<file path="config.mk">
export PLATFORM = sky130hd
export DESIGN_NAME = serial_adder
export DESIGN_NICKNAME = d
export VERILOG_FILES = /design/src/rtl/serial_adder.sv
export SDC_FILE = /design/constraint.sdc
export NUM_CORES = 1
export LEC_CHECK = 0
export CORE_ASPECT_RATIO = 1.1
export CORE_MARGIN = 1
export CORE_UTILIZATION = 35
export DETAILED_ROUTE_END_ITERATION = 7
export GPL_ROUTABILITY_DRIVEN = 0
export PLACE_DENSITY = 0.57
export SYNTH_ARGS = -nofsm -noshare
export SYNTH_HDL_FRONTEND = slang
export SYNTH_SLANG_ARGS = --single-unit
</file>
<file path="constraint.sdc">
create_clock -name clk -period 1.7 [get_ports clk]
set_input_delay 0.255 -clock clk [delete_from_list [all_inputs] [get_ports clk]]
set_output_delay 0.255 -clock clk [all_outputs]
set_load 0.02 [all_outputs]
</file>
<file path="src/rtl/serial_adder.sv">
// ---------------------------------------------------------------------------
// serial_adder
//
// Bit-serial adder. An accepted start captures operands a and b into shift
// registers; one bit is then processed per clock, LSB first, through a single
// full adder and a carry flop. After WIDTH processing cycles the result is
// presented on sum/cout and done pulses for one cycle.
//
// Optional feature (macro SERIAL_ADDER_SUB_EN):
//   Adds input port sub. When sub=1 is captured with start, the module
//   computes a-b by inverting b and presetting the carry to 1; cout=1 then
//   means "no borrow". Without the macro the port does not exist and the
//   module only adds, with carry-in 0.
//
// Parameters:
//   WIDTH  operand and sum width in bits, legal range 2..32
//
// Ports:
//   clk    in   1      clock, all state updates on the rising edge
//   rst_n  in   1      synchronous active-low reset
//   start  in   1      operation request, honoured in IDLE or DONE
//   sub    in   1      (SERIAL_ADDER_SUB_EN only) subtract select
//   a      in   WIDTH  operand A, captured with start
//   b      in   WIDTH  operand B, captured with start
//   busy   out  1      high while bits are being processed (RUN)
//   done   out  1      one-cycle pulse, sum/cout valid (DONE)
//   sum    out  WIDTH  result register, holds until the next start
//   cout   out  1      carry out of bit WIDTH-1, holds until the next start
// ---------------------------------------------------------------------------
module serial_adder #(
    parameter int WIDTH = 8
) (
    input  logic             clk,
    input  logic             rst_n,
    input  logic             start,
`ifdef SERIAL_ADDER_SUB_EN
    input  logic             sub,
`endif
    input  logic [WIDTH-1:0] a,
    input  logic [WIDTH-1:0] b,
    output logic             busy,
    output logic             done,
    output logic [WIDTH-1:0] sum,
    output logic             cout
);

    // -----------------------------------------------------------------------
    // Constants
    // -----------------------------------------------------------------------
    localparam int CNT_W = $clog2(WIDTH);

    // Counter value on the edge that processes the MSB; the counter stops
    // here instead of incrementing, so it never wraps within an operation.
    localparam logic [CNT_W-1:0] LAST_BIT = CNT_W'(WIDTH - 1);
    localparam logic [CNT_W-1:0] CNT_ONE  = CNT_W'(1);

    localparam logic [1:0] IDLE = 2'd0;
    localparam logic [1:0] RUN  = 2'd1;
    localparam logic [1:0] DONE = 2'd2;

    // -----------------------------------------------------------------------
    // State
    // -----------------------------------------------------------------------
    logic [1:0]       state_q, state_d;
    logic [WIDTH-1:0] a_q,     a_d;
    logic [WIDTH-1:0] b_q,     b_d;
    logic [WIDTH-1:0] sum_q,   sum_d;
    logic [CNT_W-1:0] cnt_q,   cnt_d;
    logic             carry_q, carry_d;
    logic             cout_q,  cout_d;

    // -----------------------------------------------------------------------
    // Operation select
    // -----------------------------------------------------------------------
    // Subtraction is a-b = a + ~b + 1: b is inverted on capture and the carry
    // flop is preset, so the datapath below is identical for both modes.
    logic sub_sel;

`ifdef SERIAL_ADDER_SUB_EN
    assign sub_sel = sub;
`else
    assign sub_sel = 1'b0;
`endif

    // -----------------------------------------------------------------------
    // One-bit full adder on the operand LSBs
    // -----------------------------------------------------------------------
    logic bit_a;
    logic bit_b;
    logic bit_s;
    logic bit_c;

    assign bit_a = a_q[0];
    assign bit_b = b_q[0];
    assign bit_s = bit_a ^ bit_b ^ carry_q;
    assign bit_c = (bit_a & bit_b) | (bit_a & carry_q) | (bit_b & carry_q);

    // -----------------------------------------------------------------------
    // Next-state logic
    // -----------------------------------------------------------------------
    // NOTE: every signal assigned in this block gets a default first, so
    // no path leaves a value unassigned and no latch is inferred.
    always_comb begin
        state_d = state_q;
        a_d     = a_q;
        b_d     = b_q;
        sum_d   = sum_q;
        cnt_d   = cnt_q;
        carry_d = carry_q;
        cout_d  = cout_q;

        case (state_q)
            IDLE, DONE: begin
                if (start) begin
                    // Capture a new operation; from DONE this gives
                    // back-to-back operation with no IDLE cycle.
                    state_d = RUN;
                    a_d     = a;
                    b_d     = sub_sel ? ~b : b;
                    carry_d = sub_sel;
                    cnt_d   = '0;
                    sum_d   = '0;
                    cout_d  = 1'b0;
                end else if (state_q == DONE) begin
                    // Result registers simply hold on the way back to IDLE.
                    state_d = IDLE;
                end
            end

            RUN: begin
                // start is deliberately not looked at here: a request while
                // running must leave operands, counter and carry untouched.
                sum_d   = {bit_s, sum_q[WIDTH-1:1]};
                a_d     = a_q >> 1;
                b_d     = b_q >> 1;
                carry_d = bit_c;
                if (cnt_q == LAST_BIT) begin
                    state_d = DONE;
                    cout_d  = bit_c;
                end else begin
                    cnt_d = cnt_q + CNT_ONE;
                end
            end

            default: begin
                state_d = IDLE;
            end
        endcase
    end

    // -----------------------------------------------------------------------
    // Registers
    // -----------------------------------------------------------------------
    // NOTE: sequential state uses non-blocking assignments so every flop
    // samples the pre-edge value of the others, independent of statement order.
    //
    // NOTE: the operand shift registers are reset along with the control
    // state; they are a handful of flops, not a memory array, and a clean
    // zero after reset is part of the visible behaviour.
    always_ff @(posedge clk) begin
        if (!rst_n) begin
            state_q <= IDLE;
            a_q     <= '0;
            b_q     <= '0;
            sum_q   <= '0;
            cnt_q   <= '0;
            carry_q <= 1'b0;
            cout_q  <= 1'b0;
        end else begin
            state_q <= state_d;
            a_q     <= a_d;
            b_q     <= b_d;
            sum_q   <= sum_d;
            cnt_q   <= cnt_d;
            carry_q <= carry_d;
            cout_q  <= cout_d;
        end
    end

    // -----------------------------------------------------------------------
    // Outputs
    // -----------------------------------------------------------------------
    // busy/done decode directly from the state register, so both clear with
    // the reset of state_q and never glitch relative to the FSM.
    assign busy = (state_q == RUN);
    assign done = (state_q == DONE);
    assign sum  = sum_q;
    assign cout = cout_q;

endmodule

</file>
Word level (Yosys, flattened, before mapping). Cells that the tools add are included.

Flip-flop bits (word level): 31. Bits of input ports: 19. Output and inout port bits: 11. Logic and storage cells: 46.

Add/subtract/negate cells: 1. Equality and inequality tests: 7. Mux-type cells: 17. Bitwise operators: 7. Reductions and logical operators: 7.

Operators with widths (number): $pmux W8 S2 (3); $mux W8 (3); $mux W2 (3); $mux W3 (2); $pmux W3 S2 (1); $reduce_and A3 Y1 (2); $ne A2 B2 Y1 const B (2); $pmux W1 S2 (2); $pmux W2 S2 (1); $reduce_and A2 Y1 (2); $add A3 B1 Y3 const B (1); $and A1 B1 Y1 (3); $eq A3 B3 Y1 const B (1); $ne A3 B3 Y1 const B (1); $eq A2 B1 Y1 const B (1); $eq A2 B2 Y1 const B (1); $logic_not A2 Y1 (1); $mux W1 (2); $ne A2 B1 Y1 const B (1); $or A1 B1 Y1 (2); $reduce_bool A2 Y1 (1); $reduce_or A2 Y1 (1); $xor A1 B1 Y1 (2).

Logic depth before layout (Yosys ltp).
Depth after elaboration: 5. Gate-level depth with buffers: 5. Depth with buffers taken out: 5.

Worst setup path before layout. Ideal clock, no wire load.

Path kind: register to register. Start: reg cnt_q[0]. End: reg cnt_q[1]. Arrival: 1.165 ns. Slack: 0.413 ns. Cell stages (with the launch flop): 6. Buffers on the path: 0. Clock period less this slack: 1.287 ns. Path through: dfxtp_1 ha_1 ha_1 nor3b_4 nand3b_1 a21boi_0.

Longest elaborated chain between the ends: 3. Elaborated cells between the ends (all ways): 6.

RTL lines: start, declared (line 68) `logic [CNT_W-1:0] cnt_q, cnt_d;`; start signal, assigned (line 174) `cnt_q <= cnt_d;`; $add A3 B1 Y3 / $eq A3 B3 Y1 (equally long branches) (line 141, 137); $mux W3 / $ne A2 B2 Y1 (equally long branches); $pmux W3 S2 / $reduce_and A3 Y1 (equally long branches).

Several ways; a longest one is shown, not always the timed one. The select of a mux whose other input is x is not followed. A chain may end at the register's enable or synchronous reset.

Final worst setup path.
Start: reg sum_q[7], in the netlist sum[7]. End: out sum[7].

RTL lines: start, declared (line 67) `logic [WIDTH-1:0] sum_q, sum_d;`; start signal, assigned (line 173) `sum_q <= sum_d;`; end, declared (line 43) `output logic [WIDTH-1:0] sum,`.

No word-level cell between the ends.

==> impl_metrics.env <==
export IMPL_numCtsBuffers=5
export IMPL_yosys_cell_types_count=24
export IMPL_area_growth_pct=29.2
export IMPL_htreeDepth=2
export IMPL_cts_tree="built"
export IMPL_max_slew_margin_pct=75.8
export IMPL_synthCells=157
export IMPL_clk_path_buf_depth=2
export IMPL_cts_clk_slew_worst_paths_ps=60
export IMPL_status="finished clean"
export IMPL_cts_hold_buf=0
export IMPL_synth_nets=179
export IMPL_cts_sinks=31
export IMPL_cp_buffers_inverters=1
export IMPL_syn_area_per_cell_um2=8.54
export IMPL_grt_max_degree=42
export IMPL_rsz0062_at_grt="no"
export IMPL_fin_skew_ps=8.15
export IMPL_final_hold_viol_count=0
export IMPL_initialDrtViolationCount=66
export IMPL_powerDensity_nw_per_um2=906
export IMPL_via_per_inst=4.88
export IMPL_grt_pass1_wl_mm=4.35
export IMPL_cpPeakStageDelay_ps=610
export IMPL_fmax_ghz=0.668
export IMPL_row_count=23
export IMPL_worst_setup_path_end_kind="output pin"
export IMPL_fin_crit_ps=1500
export IMPL_hold_path_class="flop to flop"
export IMPL_worstMarginPinSlew_ps=363
export IMPL_grt_use_total_pct=14.5
export IMPL_die_h_um=66.9
export IMPL_ys_seq_elements=31
export IMPL_power_share_clock_pct=36.0
export IMPL_vias=1147
export IMPL_avgRoutedWirePerCell_um=10.9
export IMPL_critPathKind="flop to output pin"
export IMPL_cts_root_buf="clkbuf_8"
export IMPL_crit_family="buffers and inverters"
export IMPL_coreArea_um2=3650
export IMPL_ff2ff_path_depth=5
export IMPL_pre_cts_ws_ps=254
export IMPL_fin_ws_ps=203
export IMPL_crit_slowest_cell="clkdlybuf4s50_1"
export IMPL_final_util_pct=47.4
export IMPL_start_util_pct=36.7
export IMPL_dp_hpwl_mm=1.69
export IMPL_gr_total_overflow=0
export IMPL_power_internal_uw=1190
export IMPL_finalCritPeriodShare_pct=88.0
export IMPL_postCtsSetupBuffers=0
export IMPL_maxCapViolCount=0
export IMPL_layout_common_cells="nand2_1 (44), dfxtp_1 (31), clkdlybuf4s50_1 (27)"
export IMPL_seq_area_frac_synth_pct=46.3
export IMPL_drc=0
export IMPL_crit_path_max_fanout=3
export IMPL_drt_pass1_iterations=6
export IMPL_num_antenna_cells=0
export IMPL_antenna_left=0
export IMPL_numPortBuffers=29
export IMPL_final_nets=207
export IMPL_worstSkewPairLatency_ps=270
export IMPL_final_common_cell="nand2_1"
export IMPL_comb_power_share_pct=13.6
export IMPL_hold_path_depth=2
export IMPL_pwr_share_seq_pct=50.4
export IMPL_first_global_vias=1039
export IMPL_cp_start_kind="flop"
export IMPL_yosysWarnings=0
export IMPL_switching_share_pct=24.3
export IMPL_crit_chain="clkdlybuf4s50_1"
export IMPL_synth_area_um2=1340
export IMPL_fin_setup_tns_ps=0
export IMPL_cp_arrival_ps=1240
export IMPL_max_vdd_ir_drop_mv=0.402
export IMPL_fillers=389
export IMPL_setup_viol=0
export IMPL_io_pins=30
export IMPL_die_width_um=61.0
export IMPL_p_leak_uw=0.000645
export IMPL_layout_drive_gt1_share_pct=7.57
export IMPL_crit_required_ps=1440
export IMPL_drt_wl_total_mm=2.56
export IMPL_maxSlewViolCount=0
export IMPL_antenna_found_initial=0
export IMPL_die_area_um2=4080
export IMPL_crit_cells=1
export IMPL_p_sw_uw=381
-- logic make-up after synthesis --
logic type,share of synthesized area (%)
DFF,46.3
buffers and inverters,7.74
AOI/OAI and AO/OA,21.0
and+or+nand+nor,21.6
adders and majority gates,3.36
-- metal layers --
metal	vias to the layer above	share of wire (%)	global-route usage [%]
li1	589	-	-
met1	534	47	15.5
met2	24	49	25.4
met3	0	4.4	5.44
met4	0	0	5.11
met5	-	0	0
-- power groups by stage --
stage | combinational, uW | sequential, uW | clock (uW)
final | 213 | 792 | 565
after global routing | 241 | 798 | 621
after CTS | 216 | 793 | 589
after detailed placement | 216 | 808 | 0
after global placement | 214 | 807 | 0
after floorplan | 150 | 805 | 0
-- registers in the layout (all words and copies together), names as in the netlist --
signal / cells
cout: 1
cnt_q: 3
sum: 8
b_q: 8
carry_q: 1
a_q: 8
state_q: 2
-- path summary, 6_finish.rpt --
check / from / endpoint / slack (ps)
setup / recovery: sum[7]$_SDFFE_PN0P_ / sum[7] / 200
hold / removal: a_q[7]$_SDFFE_PN0P_ / a_q[7]$_SDFFE_PN0P_ / 460
setup reg to reg: cnt_q[0]$_SDFFE_PN0P_ / cnt_q[2]$_SDFFE_PN0P_ / 280
hold reg to reg: a_q[7]$_SDFFE_PN0P_ / a_q[7]$_SDFFE_PN0P_ / 460
-- worst min-delay path: stages, from the launching register on --
cell      delay [ps]
dfxtp_1          300
nand3_1           60
a21boi_1          50
-- per-stage QoR --
| stage | hold WS [ps] | cell area, um2 | power (uW) | std cells |
|---|---|---|---|---|
| detailed placement | 456 | 1640 | 1020 | 228 |
| finish | 461 | 1730 | 1570 | 235 |
| floorplan | 390 | 1340 | 955 | 157 |
| CTS | 466 | 1730 | 1600 | 235 |
| global placement | 451 | 1640 | 1020 | 228 |
| global route | 482 | 1730 | 1660 | 235 |
-- cell usage after synthesis, drive strengths merged --
library cell | n | area share (%)
inv | 1 | 0.28
a31oi | 14 | 6.5
o21a | 1 | 0.56
nand3b | 3 | 1.7
fa | 1 | 1.5
nand3 | 11 | 4.1
a21oi | 1 | 0.37
o22ai | 1 | 0.47
ha | 2 | 1.9
nor3b | 1 | 1.4
nor2b | 2 | 0.93
nand2b | 2 | 0.93
dfxtp | 31 | 46
nor2 | 1 | 0.28
buf | 10 | 6.6
o31ai | 1 | 0.56
o21ai | 14 | 5.2
clkbuf | 3 | 0.84
a21boi | 13 | 7.3
nand2 | 44 | 12
-- area by class of cell --
type                       count  area (um2)  area share, %
multi-input combinational    112         617           35.6
sequential                    31         621           35.8
clock inverter                 1        5.00          0.289
tap                           50        62.6           3.61
timing repair buffer          34         342           19.7
clock buffer                   6        82.6           4.77
inverter                       1        3.75          0.217
-- timing repair --
item / in CTS / in global routing
hold endpoints to repair: 0 / 0
gates resized for setup: 1 / 1
setup endpoints to repair: 1 / 1
(Power assumes the default switching activity.)
